[src/rtl/sigmoid_pkg.sv]
// Shared types for the sigmoid sharing arbiter: tag pipeline entries,
// response FIFO entries and a small index helper.
package sigmoid_pkg;

    localparam int FP32_W   = 32;
    localparam int TAG_ID_W = 4;

    typedef struct packed {
        logic                valid;
        logic [TAG_ID_W-1:0] id;
    } tag_t;

    typedef struct packed {
        logic [TAG_ID_W-1:0] id;
        logic [FP32_W-1:0]   y;
    } rsp_entry_t;

    // Next requester index after idx, wrapping at n.
    function automatic int next_idx(input int idx, input int n);
        return (idx + 1 >= n) ? 0 : idx + 1;
    endfunction

endpackage

[src/rtl/sigmoid_share_arbiter_if.sv]
// Requester and response handshake bundle of the sigmoid sharing arbiter.
interface sigmoid_share_arbiter_if
    import sigmoid_pkg::*;
#(
    parameter int N_REQ = 4,
    parameter int ID_W  = $clog2(N_REQ)
);
    logic [N_REQ-1:0]        req_valid;
    logic [FP32_W*N_REQ-1:0] req_x;
    logic [N_REQ-1:0]        req_ready;
    logic                    rsp_valid;
    logic                    rsp_ready;
    logic [ID_W-1:0]         rsp_id;
    logic [FP32_W-1:0]       rsp_y;

    modport master (
        output req_valid, req_x, rsp_ready,
        input  req_ready, rsp_valid, rsp_id, rsp_y
    );

    modport slave (
        input  req_valid, req_x, rsp_ready,
        output req_ready, rsp_valid, rsp_id, rsp_y
    );

endinterface

[src/rtl/sigmoid_rsp_fifo.sv]
// Registered (non fall-through) synchronous FIFO holding tagged sigmoid results.
// A pop on a full FIFO frees the slot used by a same-edge push.
module sigmoid_rsp_fifo #(
    parameter  int DEPTH = 4,
    parameter  int WIDTH = 36,
    localparam int AW    = $clog2(DEPTH)
) (
    input  logic             clk,
    input  logic             rst_n,
    input  logic             push,
    input  logic [WIDTH-1:0] wdata,
    input  logic             pop,
    output logic [WIDTH-1:0] rdata,
    output logic [AW:0]      count,
    output logic             full,
    output logic             empty
);

    logic [WIDTH-1:0] mem [DEPTH];
    logic [AW-1:0]    wr_ptr;
    logic [AW-1:0]    rd_ptr;
    logic             do_push;
    logic             do_pop;

    assign full    = (count == (AW+1)'(DEPTH));
    assign empty   = (count == '0);
    assign do_pop  = pop && !empty;
    assign do_push = push && (!full || do_pop);
    assign rdata   = mem[rd_ptr];

    always_ff @(posedge clk or negedge rst_n) begin
        if (!rst_n) begin
            for (int i = 0; i < DEPTH; i++) begin
                mem[i] <= '0;
            end
            wr_ptr <= '0;
            rd_ptr <= '0;
            count  <= '0;
        end else begin
            if (do_push) begin
                mem[wr_ptr] <= wdata;
                wr_ptr      <= wr_ptr + 1'b1;
            end
            if (do_pop) begin
                rd_ptr <= rd_ptr + 1'b1;
            end
            case ({do_push, do_pop})
                2'b10:   count <= count + 1'b1;
                2'b01:   count <= count - 1'b1;
                default: count <= count;
            endcase
        end
    end

endmodule

[src/rtl/sigmoid_share_arbiter.sv]
// Round-robin sharing of one fixed-latency sigmoid datapath between N_REQ
// requesters; results are tagged and returned through a credit-guarded FIFO.
module sigmoid_share_arbiter
    import sigmoid_pkg::*;
#(
    parameter int N_REQ       = 4,
    parameter int SIG_LATENCY = 2,
    parameter int FIFO_DEPTH  = 4,
    parameter int ID_W        = $clog2(N_REQ)
) (
    input  logic                    clk,
    input  logic                    rst_n,
    sigmoid_share_arbiter_if.slave  bus,
    output logic [FP32_W-1:0]       sig_x,
    input  logic [FP32_W-1:0]       sig_y
);

    localparam int CNT_W = $clog2(FIFO_DEPTH) + 1;

    logic [ID_W-1:0]  ptr;
    logic [ID_W-1:0]  winner;
    logic             found;
    logic             issue_ok;
    logic             handshake;
    int               inflight_cnt;
    tag_t             tags [SIG_LATENCY];

    logic             push;
    logic             pop;
    rsp_entry_t       push_entry;
    rsp_entry_t       head;
    logic [CNT_W-1:0] fifo_cnt;
    logic             fifo_full;
    logic             fifo_empty;
    logic             unused_id_bits;

    // Credits cover both in-flight tags and queued entries, so every capture
    // finds a free slot; a pop in the same cycle is deliberately not counted.
    always_comb begin
        inflight_cnt = 0;
        for (int k = 0; k < SIG_LATENCY; k++) begin
            inflight_cnt = inflight_cnt + (tags[k].valid ? 1 : 0);
        end
        issue_ok = (inflight_cnt + int'(fifo_cnt)) < FIFO_DEPTH;
    end

    // First valid requester at or after ptr, wrapping modulo N_REQ.
    always_comb begin : arb_search
        int          idx;
        logic [ID_W-1:0] cand;
        idx    = 0;
        cand   = '0;
        found  = 1'b0;
        winner = '0;
        for (int k = 0; k < N_REQ; k++) begin
            idx  = (int'(ptr) + k) % N_REQ;
            cand = ID_W'(idx);
            if (!found && bus.req_valid[cand]) begin
                found  = 1'b1;
                winner = cand;
            end
        end
    end

    always_comb begin
        bus.req_ready = '0;
        if (rst_n && found && issue_ok) begin
            bus.req_ready[winner] = 1'b1;
        end
    end

    assign handshake = |(bus.req_valid & bus.req_ready);

    // Stage 0 of the tag pipeline is loaded together with sig_x, so the last
    // stage is valid exactly while sig_y carries the matching result.
    always_ff @(posedge clk or negedge rst_n) begin
        if (!rst_n) begin
            ptr   <= '0;
            sig_x <= '0;
            for (int k = 0; k < SIG_LATENCY; k++) begin
                tags[k] <= '0;
            end
        end else begin
            if (handshake) begin
                ptr     <= ID_W'(next_idx(int'(winner), N_REQ));
                sig_x   <= bus.req_x[int'(winner)*FP32_W +: FP32_W];
                tags[0] <= '{valid: 1'b1, id: TAG_ID_W'(winner)};
            end else begin
                tags[0] <= '0;
            end
            for (int k = 1; k < SIG_LATENCY; k++) begin
                tags[k] <= tags[k-1];
            end
        end
    end

    assign push       = tags[SIG_LATENCY-1].valid;
    assign push_entry = '{id: tags[SIG_LATENCY-1].id, y: sig_y};
    assign pop        = bus.rsp_valid && bus.rsp_ready;

    sigmoid_rsp_fifo #(
        .DEPTH (FIFO_DEPTH),
        .WIDTH ($bits(rsp_entry_t))
    ) u_fifo (
        .clk   (clk),
        .rst_n (rst_n),
        .push  (push),
        .wdata (push_entry),
        .pop   (pop),
        .rdata (head),
        .count (fifo_cnt),
        .full  (fifo_full),
        .empty (fifo_empty)
    );

    assign bus.rsp_valid = !fifo_empty;
    assign bus.rsp_id    = head.id[ID_W-1:0];
    assign bus.rsp_y     = head.y;
    assign unused_id_bits = ^head.id;

    // A capture into a full FIFO without a pop would lose a result.
    overflow_chk : assert property (@(posedge clk) disable iff (!rst_n)
        !(push && fifo_full && !pop));

endmodule

[src/flat_wrapper.sv]
// flat-port wrapper written by rule: the top's interface ports become plain ports
module sigmoid_share_arbiter_flat import sigmoid_pkg::*;
#(
    parameter int N_REQ       = 4,
    parameter int SIG_LATENCY = 2,
    parameter int FIFO_DEPTH  = 4,
    parameter int ID_W        = $clog2(N_REQ)
)
  (clk, rst_n, sig_x, sig_y, bus_req_valid, bus_req_x, bus_rsp_ready, bus_req_ready, bus_rsp_valid, bus_rsp_id, bus_rsp_y);
  sigmoid_share_arbiter_if #(.N_REQ(N_REQ), .ID_W(ID_W)) bus_i ();
  input  logic clk;
  input  logic rst_n;
  output logic [FP32_W-1:0] sig_x;
  input  logic [FP32_W-1:0] sig_y;
  input wire logic [$bits(bus_i.req_valid)-1:0] bus_req_valid;
  input wire logic [$bits(bus_i.req_x)-1:0] bus_req_x;
  input wire logic [$bits(bus_i.rsp_ready)-1:0] bus_rsp_ready;
  output wire logic [$bits(bus_i.req_ready)-1:0] bus_req_ready;
  output wire logic [$bits(bus_i.rsp_valid)-1:0] bus_rsp_valid;
  output wire logic [$bits(bus_i.rsp_id)-1:0] bus_rsp_id;
  output wire logic [$bits(bus_i.rsp_y)-1:0] bus_rsp_y;
  assign bus_i.req_valid = bus_req_valid;
  assign bus_i.req_x = bus_req_x;
  assign bus_i.rsp_ready = bus_rsp_ready;
  assign bus_req_ready = bus_i.req_ready;
  assign bus_rsp_valid = bus_i.rsp_valid;
  assign bus_rsp_id = bus_i.rsp_id;
  assign bus_rsp_y = bus_i.rsp_y;
  sigmoid_share_arbiter #(.N_REQ(N_REQ), .SIG_LATENCY(SIG_LATENCY), .FIFO_DEPTH(FIFO_DEPTH), .ID_W(ID_W)) u_core (.clk(clk), .rst_n(rst_n), .bus(bus_i), .sig_x(sig_x), .sig_y(sig_y));
endmodule
[config.mk]
export PLATFORM = sky130hd
export DESIGN_NAME = sigmoid_share_arbiter_flat
export DESIGN_NICKNAME = d
export VERILOG_FILES = /design/src/rtl/sigmoid_pkg.sv /design/src/rtl/sigmoid_share_arbiter_if.sv /design/src/rtl/sigmoid_rsp_fifo.sv /design/src/rtl/sigmoid_share_arbiter.sv /design/src/flat_wrapper.sv
export SDC_FILE = /design/constraint.sdc
export NUM_CORES = 1
export LEC_CHECK = 0
export CORE_MARGIN = 2
export CORE_UTILIZATION = 25
export CTS_CLUSTER_DIAMETER = 120
export CTS_CLUSTER_SIZE = 25
export DETAILED_ROUTE_END_ITERATION = 8
export PLACE_DENSITY_LB_ADDON = 0.05
export SLEW_MARGIN = 25
export SYNTH_ARGS = -nofsm -noshare
export SYNTH_HDL_FRONTEND = slang
export SYNTH_SLANG_ARGS = --single-unit
[constraint.sdc]
create_clock -name clk -period 2.95 [get_ports clk]
set_clock_uncertainty 0.05 [all_clocks]
set_input_delay 0.7375 -clock clk [delete_from_list [all_inputs] [get_ports clk]]
set_output_delay 0.7375 -clock clk [all_outputs]
set_load 0.05 [all_outputs]
# Word-level counts from Yosys, hierarchy flattened
# Cells that the tools add are included.
# Widths: inputs -> output; s select.
# totals
in_bits	167
out_inout_bits	71
elab_cells	90
regBits	195
# op_classes
add_sub_neg	10
bitwise_logic	3
muxes	30
n_eq_ne	3
shift	1
n_lt_le_gt_ge	11
n_reduce_logical	19
# ops
op	n
$bwmux 144	1
$shiftx 128x8->32	1
$bmux 36 s2	1
$demux 36 s2	1
$mux 34	2
$mux 36	1
$add 32x32->32	1
$add 32x4->32	1
$lt 32x4->1 const B	1
$lt 2x3->1 const B	5
$mux 1	11
$logic_and 1x1->1	10
$mux 2	5
$ge 3x3->1 const B	3
$bmux 1 s2	4
$add 2x1->2 const B	3
$not 2->3	2
$pmux 3 s2	1
$logic_not 1->1	5
$mux 5	1
$add 2x2->2 const B	2
$and 4x4->4	1
$mux 4	1
$reduce_or 4->1	1
other kinds (12)	12

# Longest topological paths before layout
# logic_depth
ltp_word	20
depth_mapped	12
mapped_depth_nobuf	10

# Modules after synthesis
# From an unflattened synthesis, not the netlist that was laid out.
# unflattened
cells_unflattened	606
area_unflattened_um2	9476.6
# modules_own_cells
module	area_per_inst_um2	seq_area_each_um2	cells_each	n_inst
sigmoid_rsp_fifo	6653.9	3778.6	385	1
sigmoid_share_arbiter	2822.7	1001.0	221	1

# Least setup slack after synthesis
# Ideal clock, no wire load.
# synth_path
path_kind	input -> register
startpoint	input bus_req_valid[2]
endpoint	register u_core.sig_x[10]
path_buffers	4
stages	12
setup_slack_ps	-96
required_ps	2775
arrival_ps	2871
setup_time_ps	125
path_cell_list	mux2i_1 nor2_1 nor3_1 buf_4 buf_2 inv_1 ha_1 a222oi_1 a21o_1 buf_6 buf_6 mux2_4
# synth_between
elab_chain_cells	19
word_cells_on_any_way	33
classes_between	order compare (2); shift (1); mux (19); bitwise (1); reduce/logical (10)
# synth_lines
element	line_no	source
start: declaration	flat_wrapper.sv:15	input wire logic [$bits(bus_i.req_valid)-1:0] bus_req_valid;
$bmux 1 s2	sigmoid_share_arbiter.sv:58	if (!found && bus.req_valid[cand]) begin
$mux 1 (not written as such)	sigmoid_share_arbiter.sv:58	
$mux 1	sigmoid_share_arbiter.sv:58	
$logic_not 1->1	sigmoid_share_arbiter.sv:58	
$logic_and 1x1->1	sigmoid_share_arbiter.sv:58	
$mux 1	sigmoid_share_arbiter.sv:58	
$logic_not 1->1	sigmoid_share_arbiter.sv:58	
$logic_and 1x1->1	sigmoid_share_arbiter.sv:58	
(+3 left out)	-	
$mux 2	sigmoid_share_arbiter.sv:58	
$lt 2x3->1 (not written as such) or $ge 2x1->1 (tied branches)	sigmoid_share_arbiter.sv:68	bus.req_ready[winner] = 1'b1;
$logic_and 1x1->1 (not written as such)	sigmoid_share_arbiter.sv:68	
$mux 1 (not written as such)	sigmoid_share_arbiter.sv:68	
$demux 1 s2	-	
$mux 4	sigmoid_share_arbiter.sv:67	if (rst_n && found && issue_ok) begin
$and 4x4->4	sigmoid_share_arbiter.sv:72	assign handshake = |(bus.req_valid & bus.req_ready);
$reduce_or 4->1	sigmoid_share_arbiter.sv:72	
end signal: assignment	sigmoid_share_arbiter.sv:86	sig_x <= bus.req_x[int'(winner)*FP32_W +: FP32_W];
end: declaration	sigmoid_share_arbiter.sv:14	output logic [FP32_W-1:0] sig_x,
# Parallel ways exist; a longest one is shown, timed or not. The select of a mux whose other input is x is not followed.
# A chain may end at the register's enable or synchronous reset.

# Final worst setup path
# layout_path
startpoint	input bus_req_valid[3]
endpoint	output bus_req_ready[0]
# layout_between
elab_chain_cells	17
word_cells_on_any_way	30
classes_between	order compare (2); mux (19); reduce/logical (9)
# layout_lines
element	line_no	source
$bmux 1 s2	sigmoid_share_arbiter.sv:58	
$mux 1 (not written as such)	sigmoid_share_arbiter.sv:58	
$mux 1	sigmoid_share_arbiter.sv:58	
$logic_not 1->1	sigmoid_share_arbiter.sv:58	
$logic_and 1x1->1	sigmoid_share_arbiter.sv:58	
$mux 1	sigmoid_share_arbiter.sv:58	
$logic_not 1->1	sigmoid_share_arbiter.sv:58	
$logic_and 1x1->1	sigmoid_share_arbiter.sv:58	
$mux 1	sigmoid_share_arbiter.sv:58	
$logic_not 1->1	sigmoid_share_arbiter.sv:58	
$logic_and 1x1->1	sigmoid_share_arbiter.sv:58	
$mux 2	sigmoid_share_arbiter.sv:58	
$lt 2x3->1 (not written as such) or $ge 2x1->1 (tied branches)	sigmoid_share_arbiter.sv:68	
$logic_and 1x1->1 (not written as such)	sigmoid_share_arbiter.sv:68	
$mux 1 (not written as such)	sigmoid_share_arbiter.sv:68	
$demux 1 s2	-	
$mux 4 *	sigmoid_share_arbiter.sv:67	
end: declaration	flat_wrapper.sv:18	output wire logic [$bits(bus_i.req_ready)-1:0] bus_req_ready;
# Mark *: on every way between the ends. The rest lies on a longest branch, timed or not. The select of a mux whose other input is x is not followed.

==> Implementation_results.wiki <==
{| class="wikitable"
! Metric !! Value
|-
| Clock latency on the worst-skew pair || 0.44 ns
|-
| H-tree depth || 4
|-
| Pwr Density || 1170 nW/µm²
|-
| Violations in the final reports || design-rule violations
|-
| Total of endpoints with negative setup slack in the final report || 0
|-
| Relative slew slack || 28.1%
|-
| Share of flip-flops with an asynchronous set or reset || 100%
|-
| CP dominant cell by count || sky130_fd_sc_hd__buf_4
|-
| Status || finished, violations left
|-
| Number of design-rule violations left by the first detailed-router iteration || 202
|-
| Worst path buffer plus inverter count || 5
|-
| Highest cell delay on the worst timing path || 0.28 ns
|-
| Netlist Area Pre-Place || 9060 µm²
|-
| Net count, final || 1035
|-
| Number of antenna violations at the first check in global routing || 0
|-
| Initial cell density of the core || 25.4%
|-
| Mean post-synth cell area || 15.1 µm²
|-
| Antenna fix cells || 0
|-
| Number of buffers created by CTS || 17
|-
| Worst Path Arrival || 2.09 ns
|-
| Most used flip-flop cell after synthesis || sky130_fd_sc_hd__dfrtp_1
|-
| Die width || 194 µm
|-
| Total track usage || 13.5%
|-
| Portion of the post-synthesis area used by sequential elements || 50.6%
|-
| Port buffer count || 237
|-
| Number of flops mapped to enable cells by yosys || 0
|-
| Peak clock frequency supported by timing || 348 MHz
|-
| Cells on worst reg2reg path || 9
|-
| Antenna Nets Post-Route || 0
|-
| Wire length of the first global-routing pass || 39100 µm
|-
| Number of pins exceeding their max-slew limit in the final report || 0
|-
| Clock period minus worst slack || 2.88 ns
|-
| Cell count along the critical path || 8
|-
| Setup TNS after final layout || 0 ns
|-
| Total of hold buffers inserted after clock tree synthesis || 0
|-
| Synth Register Bits || 183
|-
| Share of cells above drive strength 1 || 23.4%
|-
| Clock tree from TritonCTS || done
|-
| Row count || 69
|-
| Instance count of the mapped netlist || 600
|-
| I/O Pins || 238
|-
| Number of distinct library cells after synthesis || 38
|-
| Synthesis-to-finish area growth || 41.5%
|-
| Via count || 5873
|-
| Fin. Hold Viols || 0
|-
| Startpoint type of the worst setup path || input port
|-
| Number of cells in the finished layout apart from fillers || 1333
|-
| Maximum VDD drop || 0.000364 V
|-
| First-pass DRT Iterations || 6
|-
| HPWL after DPL || 17800 µm
|-
| Number of cells after detailed placement || 1290
|-
| Number of synthesis warnings || 0
|-
| CP cell instances || dlygate4sd2_1, buf_4, o22a_4, buf_4, inv_2, ha_4, and2_4, buf_8
|-
| Pleak || 5.73 nW
|-
| Max stage delay cell, worst path || sky130_fd_sc_hd__dlygate4sd2_1
|-
| Kind of end point of the critical path || output port
|-
| Reg clk slew, reported paths || 0.07 ns
|-
| Most common cell after layout, fill and taps aside || sky130_fd_sc_hd__clkdlybuf4s50_1
|-
| Post-route fraction of the period consumed by the critical path || 97.5%
|-
| Required time of the worst setup path || 2.16 ns
|-
| Pin count of the biggest net entering global routing || 162
|-
| Num Clock Sinks || 183
|-
| Die Outline Area || 37800 µm²
|-
| Number of violations of the max-capacitance limit || 0
|-
| Total gr overflow || 0
|-
| Die Span Y || 194 µm
|-
| Detail-routed net length per standard cell || 18.6 µm
|-
| Worst r2r dst || u_core.sig_x[4]
|-
| Largest fanout on the critical path || 4
|-
| Weighted congestion reported at the end of routability-driven placement || 0.822
|-
| Via count of the first global-routing pass || 6670
|-
| CTS Buffer Depth || 2
|-
| Start-to-end type of the worst setup path || in -> out
|-
| Core Footprint || 35700 µm²
|-
| Critical path's top delay family || buffers and inverters
|-
| Leading cell types in the layout, fill and taps excluded || sky130_fd_sc_hd__clkdlybuf4s50_1, sky130_fd_sc_hd__dfrtp_1, sky130_fd_sc_hd__mux2_1
|-
| Worst Max-Slew Pin Slew || 1.08 ns
|-
| Setup slack on the worst flop-to-flop path || 0.29 ns
|-
| Worst min path class || in -> async
|-
| Detailed-route wire length || 24800 µm
|-
| Via density per instance || 4.41
|-
| Critical Path Source || bus_req_valid[3]
|-
| Total power after layout || 15.0 mW
|-
| Critical path endpoint || bus_req_ready[0]
|-
| Number of nets produced by synthesis || 776
|-
| R2R Path Start || u_core.ptr[1]
|-
| Root buffer selected by CTS || sky130_fd_sc_hd__clkbuf_16
|-
| Remaining routing DRC violations || 6
|}
where the power goes:
part	internal, mW	switching [mW]	leakage, nW	total [mW]
Clock	1.29	1.10	0.299	2.39
Combinational	3.56	4.59	3.18	8.15
Sequential	3.73	0.724	2.25	4.45
Yosys cell counts, types with 2 or more instances:
| library cell | count | area (µm²) |
|---|---|---|
| sky130_fd_sc_hd__a21oi_1 | 4 | 20.0 |
| sky130_fd_sc_hd__and2_1 | 3 | 18.8 |
| sky130_fd_sc_hd__and3_1 | 2 | 12.5 |
| sky130_fd_sc_hd__buf_2 | 19 | 95.1 |
| sky130_fd_sc_hd__buf_4 | 2 | 15.0 |
| sky130_fd_sc_hd__buf_6 | 9 | 101 |
| sky130_fd_sc_hd__clkbuf_1 | 7 | 26.3 |
| sky130_fd_sc_hd__dfrtp_1 | 183 | 4580 |
| sky130_fd_sc_hd__ha_1 | 8 | 100 |
| sky130_fd_sc_hd__inv_1 | 8 | 30.0 |
| sky130_fd_sc_hd__inv_2 | 2 | 7.51 |
| sky130_fd_sc_hd__mux2_1 | 137 | 1540 |
| sky130_fd_sc_hd__mux2_2 | 6 | 67.6 |
| sky130_fd_sc_hd__mux2_4 | 26 | 390 |
| sky130_fd_sc_hd__mux2i_1 | 98 | 981 |
| sky130_fd_sc_hd__mux4_2 | 34 | 766 |
| sky130_fd_sc_hd__nand2_1 | 10 | 37.5 |
| sky130_fd_sc_hd__nor2_1 | 12 | 45.0 |
| sky130_fd_sc_hd__nor2b_1 | 2 | 12.5 |
| sky130_fd_sc_hd__nor3_1 | 3 | 15.0 |
| sky130_fd_sc_hd__o21ai_0 | 5 | 25.0 |
| sky130_fd_sc_hd__xnor2_1 | 4 | 35.0 |
per-stage QoR:
step | cell area, µm² | hold WS (ns) | worst slack, ns | util (%)
after CTS | 12700 | 0.279 | 0.0105 | 35.7
after global routing | 12800 | 0.295 | -0.00864 | 35.9
after global placement | 12000 | 0.288 | -0.375 | 33.8
final | 12800 | 0.299 | 0.0747 | 35.9
after floorplan | 9060 | 0.281 | 0.0109 | -
after detailed placement | 12000 | 0.288 | -0.465 | 33.8
repair_timing:
| item | in CTS | in global routing |
|---|---|---|
| cloned | 0 | 0 |
| setup buffers | 2 | 9 |
| endpoints found under the setup margin | 31 | 8 |
| resized for setup | 19 | 13 |
| pin swaps | 2 | 4 |
cell type report:
cell class	instances	area (µm²)
Clock buffer	17	425
Clock inverter	15	190
Fill cell	3411	22800
Inverter	10	37.5
Multi-Input combinational cell	370	4290
Sequential cell	183	4590
Tap cell	461	577
Timing Repair Buffer	277	2710
metal layers:
metal / routed length, µm / vias up / track usage (%)
li1: - / 2720 / -
met2: 11800 / 193 / 22.2
met1: 10800 / 2945 / 16.8
met5: 0 / - / 0
met4: 210 / 0 / 2.99
met3: 1960 / 15 / 5.08
worst min path at each step:
stage / startpoint / end / slack, ns / cells after the start
3_5_place_dp: u_core.tags[5] / u_core.push_entry[32] / 0.29 / 0
6_report: rst_n / u_core.u_fifo.mem[115] / 0.30 / 2
2_1_floorplan: u_core.tags[5] / u_core.push_entry[32] / 0.28 / 0
5_1_grt: rst_n / u_core.u_fifo.mem[115] / 0.30 / 2
4_1_cts: rst_n / u_core.u_fifo.mem[115] / 0.28 / 2
3_3_place_gp: u_core.tags[5] / u_core.push_entry[32] / 0.29 / 0
cell families after synthesis:
| group | count (synthesis) | share of synthesized area [%] |
|---|---|---|
| multiplexers | 301 | 41.4 |
| flip-flops | 183 | 50.6 |
| buffers and inverters | 47 | 3.04 |
| AO/OA/AOI/OAI | 18 | 1.33 |
| XOR/XNOR | 5 | 0.483 |
| adder cells (fa/ha/maj) | 9 | 1.33 |
| AND/OR/NAND/NOR | 37 | 1.89 |
registers in the layout (all words and copies together), names as in the netlist:
register,flops
u_core.u_fifo.rd_ptr,2
u_core.u_fifo.count,3
u_core.ptr,2
u_core.push_entry,2
u_core.sig_x,32
u_core.push,1
u_core.tags,3
u_core.u_fifo.mem,136
u_core.u_fifo.wr_ptr,2
Power figures use the tool's default switching activity.
